===== src/rtl/eth_pcs_tx_scrambler.sv =====
// 64b/66b TX scrambler (G(x)=1+x^39+x^58), one half-block per gearbox accept.
// Registers scrambled payload and raw sync header and counts invalid headers.
module eth_pcs_tx_scrambler #(
   parameter int                 W_DATA          = 32,
   parameter int                 W_SYNC          = 2,
   parameter int                 W_TRANS_PER_BLK = 1,
   parameter int                 W_SCR           = 58,
   parameter logic [W_SCR-1:0]   SCR_SEED        = '1,
   parameter int                 W_ERR_CNT       = 8
) (
   input  logic                       i_clk,
   input  logic                       i_reset,
   input  logic                       i_clk_en,
   input  logic [W_TRANS_PER_BLK-1:0] i_trans_cnt,
   input  logic                       i_bypass,
   input  logic [W_SYNC-1:0]          i_sync_hdr,
   input  logic [W_DATA-1:0]          i_data,
   output logic [W_SYNC-1:0]          o_sync_hdr,
   output logic [W_DATA-1:0]          o_scr_data,
   output logic                       o_hdr_err,
   output logic [W_ERR_CNT-1:0]       o_hdr_err_cnt
);

   localparam logic [W_TRANS_PER_BLK-1:0] LAST  = '1;
   localparam int                         TAP_A = 38;
   localparam int                         TAP_B = W_SCR - 1;

   logic [W_SCR-1:0]     r_state;
   logic [W_SYNC-1:0]    r_sync_hdr;
   logic [W_DATA-1:0]    r_scr_data;
   logic                 r_hdr_err;
   logic [W_ERR_CNT-1:0] r_hdr_err_cnt;

   logic [W_SCR-1:0]     w_state_nxt;
   logic [W_DATA-1:0]    w_scr;
   logic                 w_hdr_bad;
   logic                 w_last;

   // Serial scrambler unrolled over the whole word; bit 0 goes on the wire first.
   always_comb begin
      w_state_nxt = r_state;
      w_scr       = '0;
      for (int i = 0; i < W_DATA; i++) begin
         w_scr[i]    = i_data[i] ^ w_state_nxt[TAP_A] ^ w_state_nxt[TAP_B];
         w_state_nxt = {w_state_nxt[W_SCR-2:0], w_scr[i]};
      end
   end

   assign w_last    = (i_trans_cnt == LAST);
   assign w_hdr_bad = (i_sync_hdr == '0) || (i_sync_hdr == '1);

   always_ff @(posedge i_clk or negedge i_reset) begin
      if (!i_reset) begin
         r_state       <= SCR_SEED;
         r_sync_hdr    <= '0;
         r_scr_data    <= '0;
         r_hdr_err     <= 1'b0;
         r_hdr_err_cnt <= '0;
      end else begin
         r_hdr_err <= 1'b0;
         if (i_clk_en) begin
            // State follows the scrambled stream even in bypass, so leaving bypass needs no reseed.
            r_state    <= w_state_nxt;
            r_scr_data <= i_bypass ? i_data : w_scr;
            if (w_last) begin
               r_sync_hdr <= i_sync_hdr;
               if (w_hdr_bad) begin
                  r_hdr_err <= 1'b1;
                  if (r_hdr_err_cnt != '1) begin
                     r_hdr_err_cnt <= r_hdr_err_cnt + 1'b1;
                  end
               end
            end
         end
      end
   end

   assign o_sync_hdr    = r_sync_hdr;
   assign o_scr_data    = r_scr_data;
   assign o_hdr_err     = r_hdr_err;
   assign o_hdr_err_cnt = r_hdr_err_cnt;

endmodule


===== config.mk =====
export PLATFORM = sky130hd
export DESIGN_NAME = eth_pcs_tx_scrambler
export DESIGN_NICKNAME = d
export VERILOG_FILES = /design/src/rtl/eth_pcs_tx_scrambler.sv
export SDC_FILE = /design/constraint.sdc
export NUM_CORES = 1
export LEC_CHECK = 0
export CAP_MARGIN = 40
export CORE_ASPECT_RATIO = 1.25
export CORE_UTILIZATION = 57
export DETAILED_ROUTE_END_ITERATION = 16
export PLACE_DENSITY = 0.91
export SLEW_MARGIN = 20
export SYNTH_ARGS = -nofsm -noshare
export SYNTH_HDL_FRONTEND = slang
export SYNTH_SLANG_ARGS = --single-unit
export TNS_END_PERCENT = 50

===== constraint.sdc =====
create_clock -name i_clk -period 2.15 [get_ports i_clk]
set_input_delay 0.43 -clock i_clk [delete_from_list [all_inputs] [get_ports i_clk]]
set_output_delay 0.43 -clock i_clk [all_outputs]
set_load 0.01 [all_outputs]

==> out/metrics.cfg, run 1 <==
[critical_path]
worst-path-max-fanout = 5
critical_path.startpoint = o_hdr_err_cnt[2]
cp-start-kind = flop
crit_chain = clkdlybuf4s50_1
required_ps = 1720
endpoint_kind = primary output
max_stage_delay_ps = 580
path_buf_inv = 1
slowest_stage = clkdlybuf4s50_1
timing.critical_path.arrival_ps = 1400
critical_path_class = reg2out
critical_path.top_delay_family = buffers and inverters
worstReg2RegStart = o_hdr_err_cnt[0]

[global_routing]
grt_use_total_pct = 20.6
grt_pass1_vias = 3219
grt_max_degree = 64
grt_pass1_wl_mm = 14.5
antenna_found_initial = 0
overflow = 0

[placement]
port_buffers = 81
place_hpwl_mm = 6.11
dpl-instance-area_mm2 = 0.00577
gp_congestion = 0.767

[yosys]
synth_area_mm2 = 0.00484
synth_top_area_share_pct = 31.5
async_flop_share_pct = 100
ys_seq_area_share_pct = 53.7
syn_nets = 439
synth_ff_type = dfstp_2
ys_ff_latch = 101
synthTopCellsByCount = xnor2_1, nor2_1, dfstp_2
yosysUniqueCellTypes = 25
synth_top_cell_by_area = dfstp_2
ys_warn_count = 0
yosysMostFrequentCell = xnor2_1
synthTopCellsByArea = dfstp_2, dfrtp_1, xnor2_1
netlist_instances = 399
synth_area_per_cell_um2 = 12.1
synth-edff-count = 0

[power]
power_frac_clock_pct = 13.3
seq_power_share_pct = 43.0
p_sw_share_pct = 32.4
p_int_mw = 6.13
power-per-cell-area_mw_per_mm2 = 1520
p_leak_nw = 2.27
irDropWorstVdd_mv = 0.755
p_sw_mw = 2.94
combPwrFrac_pct = 43.7
total_power_mw = 9.07

[routing]
first_iter_violations = 140
wl_mm = 8.70
via_count = 3073
wl_per_cell_um = 14.9
drcViolationCount = 3
antenna_left = 0
via_per_inst = 5.27
first_pass_iters = 10

[cts]
htree_levels = 3
numCtsBuffers = 9
clk_pin_slew_ps = 90
postCtsResizedCells = 0
cts_tree = done
clkSinkCount = 101
post_cts_buffers = 0
clkLatencyLatePin_ps = 360
cts_buffer_depth = 2
cts-root-buf = clkbuf_8

[hold_path]
hold_class = in2reg
holdCritStartpoint = i_clk_en

[run_status]
violations = DRC
status = finished, violations left

[final_layout]
final_util_pct = 72.6
design_area_mm2 = 0.00598
final_nets = 521
diodes = 0
drive_gt1_share_pct = 29.6
syn2layout_area_growth_pct = 23.6

[floorplan]
io_pins = 82
start_util_pct = 58.8
die_area_mm2 = 0.00887
fp.dieW_um = 84.4
coreArea_mm2 = 0.00824
die_height_um = 105
rows = 37

[timing]
worst_slew_pin_slew_ps = 441
timing.final.crit_share_pct = 85.3
fin_skew_ps = 13.0
fmax_ghz = 0.545
rsz0062_at_grt = no
hold_viol = 0
relSlewSlack_pct = 70.6
tns_ps = 0
final_max_slew_viol_count = 0
final.min_clock_period_ps = 1830
setup_viol = 0

[run]
cap_violations = 0

flip-flops by register name (all words and copies together) (netlist names):
signal and flops:
o_hdr_err 1, o_hdr_err_cnt 8, o_scr_data 32, o_sync_hdr 2
r_state 58
repair_timing:
action | CTS | global route
endpoints found under the setup margin | 0 | 0
endpoints found under the hold margin | 11 | 0
hold buffers | 1 | 0
final cells by class:
class / instances / area (um^2)
Clock inverter: 5 / 58.8
Sequential cell: 101 / 2600
Inverter: 1 / 3.75
Tap cell: 97 / 121
Timing Repair Buffer: 88 / 898
Clock buffer: 11 / 141
Multi-Input combinational cell: 280 / 2160
Fill cell: 564 / 2260
path summary, 6_finish.rpt:
| path | to | slack, ps | cells after the start |
|---|---|---|---|
| worst max-delay path | o_hdr_err_cnt[2] | 320 | 1 |
| worst min-delay path | o_hdr_err | 430 | 3 |
| worst max register to register | o_hdr_err_cnt[1] | 530 | 5 |
| worst min register to register | o_sync_hdr[0] | 500 | 1 |
| max in group asynchronous | r_state[26] | 940 | 3 |
| min in group asynchronous | o_scr_data[15] | 510 | 2 |
routing by layer:
layer | share of wire [%] | vias to the layer above | GRT usage, % | wire length, um
li1 | - | 1482 | - | -
met1 | 43 | 1526 | 25.7 | 3700
met2 | 53 | 58 | 35.5 | 4610
met3 | 3.6 | 7 | 5.29 | 311
met4 | 0.87 | 0 | 6.05 | 76
met5 | 0 | - | 0 | 0
cells in the final DEF (no fill, tap or decap), drive strengths merged, types with 4 or more instances in the layout:
master         instances
nand2                  4
clkbuf                11
buf                    8
xnor2                 97
mux2                  63
dfstp                 58
clkdlybuf4s50         79
a21oi                 32
nand3                  4
dfrtp                 43
nor2                  65
xor2                   5
nor3                   4
cells by family after synthesis:
logic type      synth area share, %
simple gates                   7.62
buf+inv                        1.68
compound gates                 3.41
xor+xnor                       18.6
mux                            14.7
fa+ha+maj                     0.258
flops                          53.7
stage by stage:
| step | worst slack [ps] | hold WS, ps | instances |
|---|---|---|---|
| final | 316 | 429 | 583 |
| after global routing | 260 | 420 | 583 |
| after CTS | 301 | 408 | 583 |
| after detailed placement | 35.0 | 367 | 566 |
| after global placement | 167 | 363 | 566 |
| after floorplan | 641 | 134 | 399 |
power groups by stage:
stage	combinational, mW	clock [mW]	sequential, mW
after floorplan	2.67	0	3.92
after global placement	3.85	0	3.88
after detailed placement	3.99	0	3.93
after CTS	4.02	1.24	3.91
after global routing	4.33	1.31	4.03
final	3.96	1.20	3.90
Note: power is estimated with default switching activity, not from simulation.
==> inputs of run 2 (changes only) <==
--- a/config.mk
+++ b/config.mk
@@ -5,11 +5,13 @@
 export SDC_FILE = /design/constraint.sdc
 export NUM_CORES = 1
 export LEC_CHECK = 0
+export ABC_AREA = 1
 export CAP_MARGIN = 40
 export CORE_ASPECT_RATIO = 1.25
-export CORE_UTILIZATION = 57
+export CORE_UTILIZATION = 58
 export DETAILED_ROUTE_END_ITERATION = 16
 export PLACE_DENSITY = 0.91
+export RECOVER_POWER = 50
 export SLEW_MARGIN = 20
 export SYNTH_ARGS = -nofsm -noshare
 export SYNTH_HDL_FRONTEND = slang
==> run 2 against run 1 <==
  * Largest power group is now sequential cells
  * Core utilization is 0.68 points lower
  * Worst setup slack worse by 18 ps
  * Total power is 35% lower
  * Cell count is 52% higher
  * Clock skew is 1.5 ps higher
  * Count of clock-buffer cells in the layout is 1 higher
  * Via count is 56% higher
  * Flip-flop and latch count stayed put
  * The flow now finishes without violations
  * Combinational power is 55% lower
  * Fmax is 0.99% lower
  * First-iteration DRC count is 130% higher
  * Critical path type unchanged
  * Sequential share of layout area is 1.9 points lower
==> out/metrics.cfg, run 2 <==
[run_status]
status = finished, final reports clean

[critical_path]
critical_path.startpoint = o_hdr_err_cnt[5]
required_ps = 1720  ; about the same
slowest_stage = clkdlybuf4s50_1
critical_path.top_delay_family = buffers and inverters
cp-start-kind = flop
crit_chain = clkdlybuf4s50_1
worst-path-max-fanout = 8  ; +3
critical_path_class = reg2out
timing.critical_path.arrival_ps = 1420  ; +20 ps
endpoint_kind = primary output
worstReg2RegStart = o_hdr_err_cnt[0]
path_buf_inv = 1  ; unchanged
max_stage_delay_ps = 580  ; about the same

[yosys]
synth_area_mm2 = 0.00520  ; +7.3%
synth-simple-area-share_pct = 27.9  ; +20 points
synth_ff_type = dfstp_2
synth_compound_area_share_pct = 11.8  ; +8.4 points
synth-edff-count = 0  ; unchanged
ys_seq_area_share_pct = 50.0  ; -3.7 points
netlist_instances = 692  ; +73%
synth_top_cell_by_area = dfstp_2
synth_area_per_cell_um2 = 7.51  ; -38%
synthXorXnorAreaFrac_pct = 0.506  ; -18 points
syn_nets = 732  ; +67%
ys_warn_count = 0  ; unchanged
async_flop_share_pct = 100  ; unchanged
synth_top_area_share_pct = 29.3  ; -2.1 points
synthTopCellsByCount = nand2_1, nand3_1, inv_1
synthTopCellsByArea = dfstp_2, dfrtp_1, nand2_1
ys_ff_latch = 101  ; unchanged
synth_top_family_by_area = simple AND/OR/NAND/NOR gates
post_synth_mux_area_share_pct = 0  ; -15 points
synth_fa_ha_area_share_pct = 0.241  ; -0.018 points
yosysMostFrequentCell = nand2_1
yosysUniqueCellTypes = 24  ; -4.0%

[timing]
fmax_ghz = 0.540  ; -0.99%
fin_skew_ps = 14.5  ; +1.49 ps
worst_slew_pin_slew_ps = 1330  ; +887 ps
final.min_clock_period_ps = 1850  ; +18.3 ps
setup_viol = 0  ; unchanged
tns_ps = 0  ; unchanged
rsz0062_at_grt = no
timing.final.crit_share_pct = 86.2  ; +0.85 points
relSlewSlack_pct = 11.5  ; -59 points
hold_ws_ps = 157  ; -273 ps
hold_viol = 0  ; unchanged
final_max_slew_viol_count = 0  ; unchanged

[cts]
post_cts_buffers = 0  ; unchanged
clk_pin_slew_ps = 100  ; about the same
cts_tree = done
cts_buffer_depth = 2  ; unchanged
clkSinkCount = 101  ; unchanged
cts-root-buf = clkbuf_8
htree_levels = 3  ; unchanged
clkLatencyLatePin_ps = 370  ; about the same
numCtsBuffers = 9  ; unchanged
postCtsResizedCells = 0  ; unchanged
postCtsHoldBufs = 0  ; -1

[global_routing]
grt_pass1_wl_mm = 20.8  ; +44%
antenna_found_initial = 0  ; unchanged
overflow = 0  ; unchanged
grt_pass1_vias = 4827  ; +50%
grt_max_degree = 142  ; +120%
grt_use_total_pct = 28.2  ; +7.6 points

[final_layout]
final_nets = 803  ; +54%
fillers = 665  ; +18%
final_cell_mix = nand2_1, nand3_1, inv_1, clkdlybuf4s50_1, a21oi_1
drive_gt1_share_pct = 11.2  ; -18 points
syn2layout_area_growth_pct = 20.5
seqCellArea_mm2 = 0.00260  ; unchanged
diodes = 0  ; unchanged
regMostFlops = r_state
design_area_mm2 = 0.00626  ; +4.6%
multiInputGateArea_mm2 = 0.00210  ; -2.7%
mostFrequentLayoutCell = nand2_1
largest_reg_flops = 58  ; unchanged

[placement]
dpl-instance-area_mm2 = 0.00608  ; +5.4%
place_hpwl_mm = 8.36  ; +37%
port_buffers = 81  ; unchanged
gp_congestion = 0.841  ; +9.6%

[floorplan]
rows = 38  ; +2.7%
fp.dieW_um = 86.7  ; +2.6%
coreArea_mm2 = 0.00870  ; +5.6%
die_area_mm2 = 0.00934  ; +5.4%
io_pins = 82  ; unchanged
die_height_um = 108  ; +2.6%
start_util_pct = 59.7  ; +0.96 points

[routing]
via_count = 4798  ; +56%
via_per_inst = 5.40  ; +2.5%
drcViolationCount = 0  ; -3
first_pass_iters = 5  ; -5
wl_mm = 12.4  ; +43%
antenna_left = 0  ; unchanged
wl_per_cell_um = 14.0  ; -6.2%
first_iter_violations = 326  ; +130%

[power]
power-per-cell-area_mw_per_mm2 = 945  ; -38%
p_leak_nw = 3.04  ; +34%
total_power_mw = 5.92  ; -35%
irDropWorstVdd_mv = 0.532  ; -30%

[run]
cap_violations = 0  ; unchanged

[hold_path]
hold_class = in2async

run 2: cell types whose count changed after synthesis, sizes merged, moves of 4 or more:
cell / before / now
nand3: 4 / 99
nor2: 65 / 36
mux2: 63 / 0
nor3: 4 / 0
nand2: 4 / 207
buf: 11 / 20
a21oi: 32 / 65
inv: 1 / 95
xnor2: 97 / 1
o21ai: 1 / 55
run 2: logic make-up (layout without fill, tap and decap cells):
family                   after synthesis  after routing
buffers and inverters                122            198
adder cells (fa/ha/maj)                1              1
AO/OA/AOI/OAI                        120            120
XOR/XNOR                               3              3
AND/OR/NAND/NOR                      345            345
flip-flops                           101            101
run 2: through the flow:
stage | instances | utilization (%) | worst slack (ps)
finish | 888 | 71.9 | 297
global route | 888 | 71.9 | 211
detailed placement | 872 | 69.9 | 464
CTS | 888 | 72.4 | 291
global placement | 872 | 69.9 | 516
floorplan | 692 | - | 877
run 2: layout make-up:
cell class,count,share of cell area (%)
sequential,101,41.5
tap,120,2.40
clock buffer,12,2.48
timing repair buffer,87,13.4
clock inverter,4,0.899
multi-input combinational,469,33.6
inverter,95,5.70
run 2: power by group:
| group | total (mW) | internal [mW] | switching, mW |
|---|---|---|---|
| clock | 1.27 | 0.609 | 0.657 |
| sequential | 2.88 | 2.57 | 0.319 |
| combinational | 1.77 | 0.750 | 1.02 |
| total | 5.92 | 3.92 | 1.99 |
run 2: final timing paths:
path,endpoint,cells after the start,slack (ps)
worst max-delay path,o_hdr_err_cnt[5],1,300
worst min-delay path,o_scr_data[4],1,160
worst max register to register,o_hdr_err_cnt[2],7,740
worst min register to register,r_state[4],2,470
max in group asynchronous,o_scr_data[7],2,580
min in group i_clk,o_sync_hdr[1],3,400
run 2: routing by layer:
layer  part of all wire, %  up-vias  routed length [um]  track usage [%]
met5                     0        -                   0                0
met2                    53      152                6540             49.5
met1                    40     2279                5000             34.0
met3                   5.7       23                 704             5.14
li1                      -     2344                   -                -
met4                   1.6        0                 200             11.5
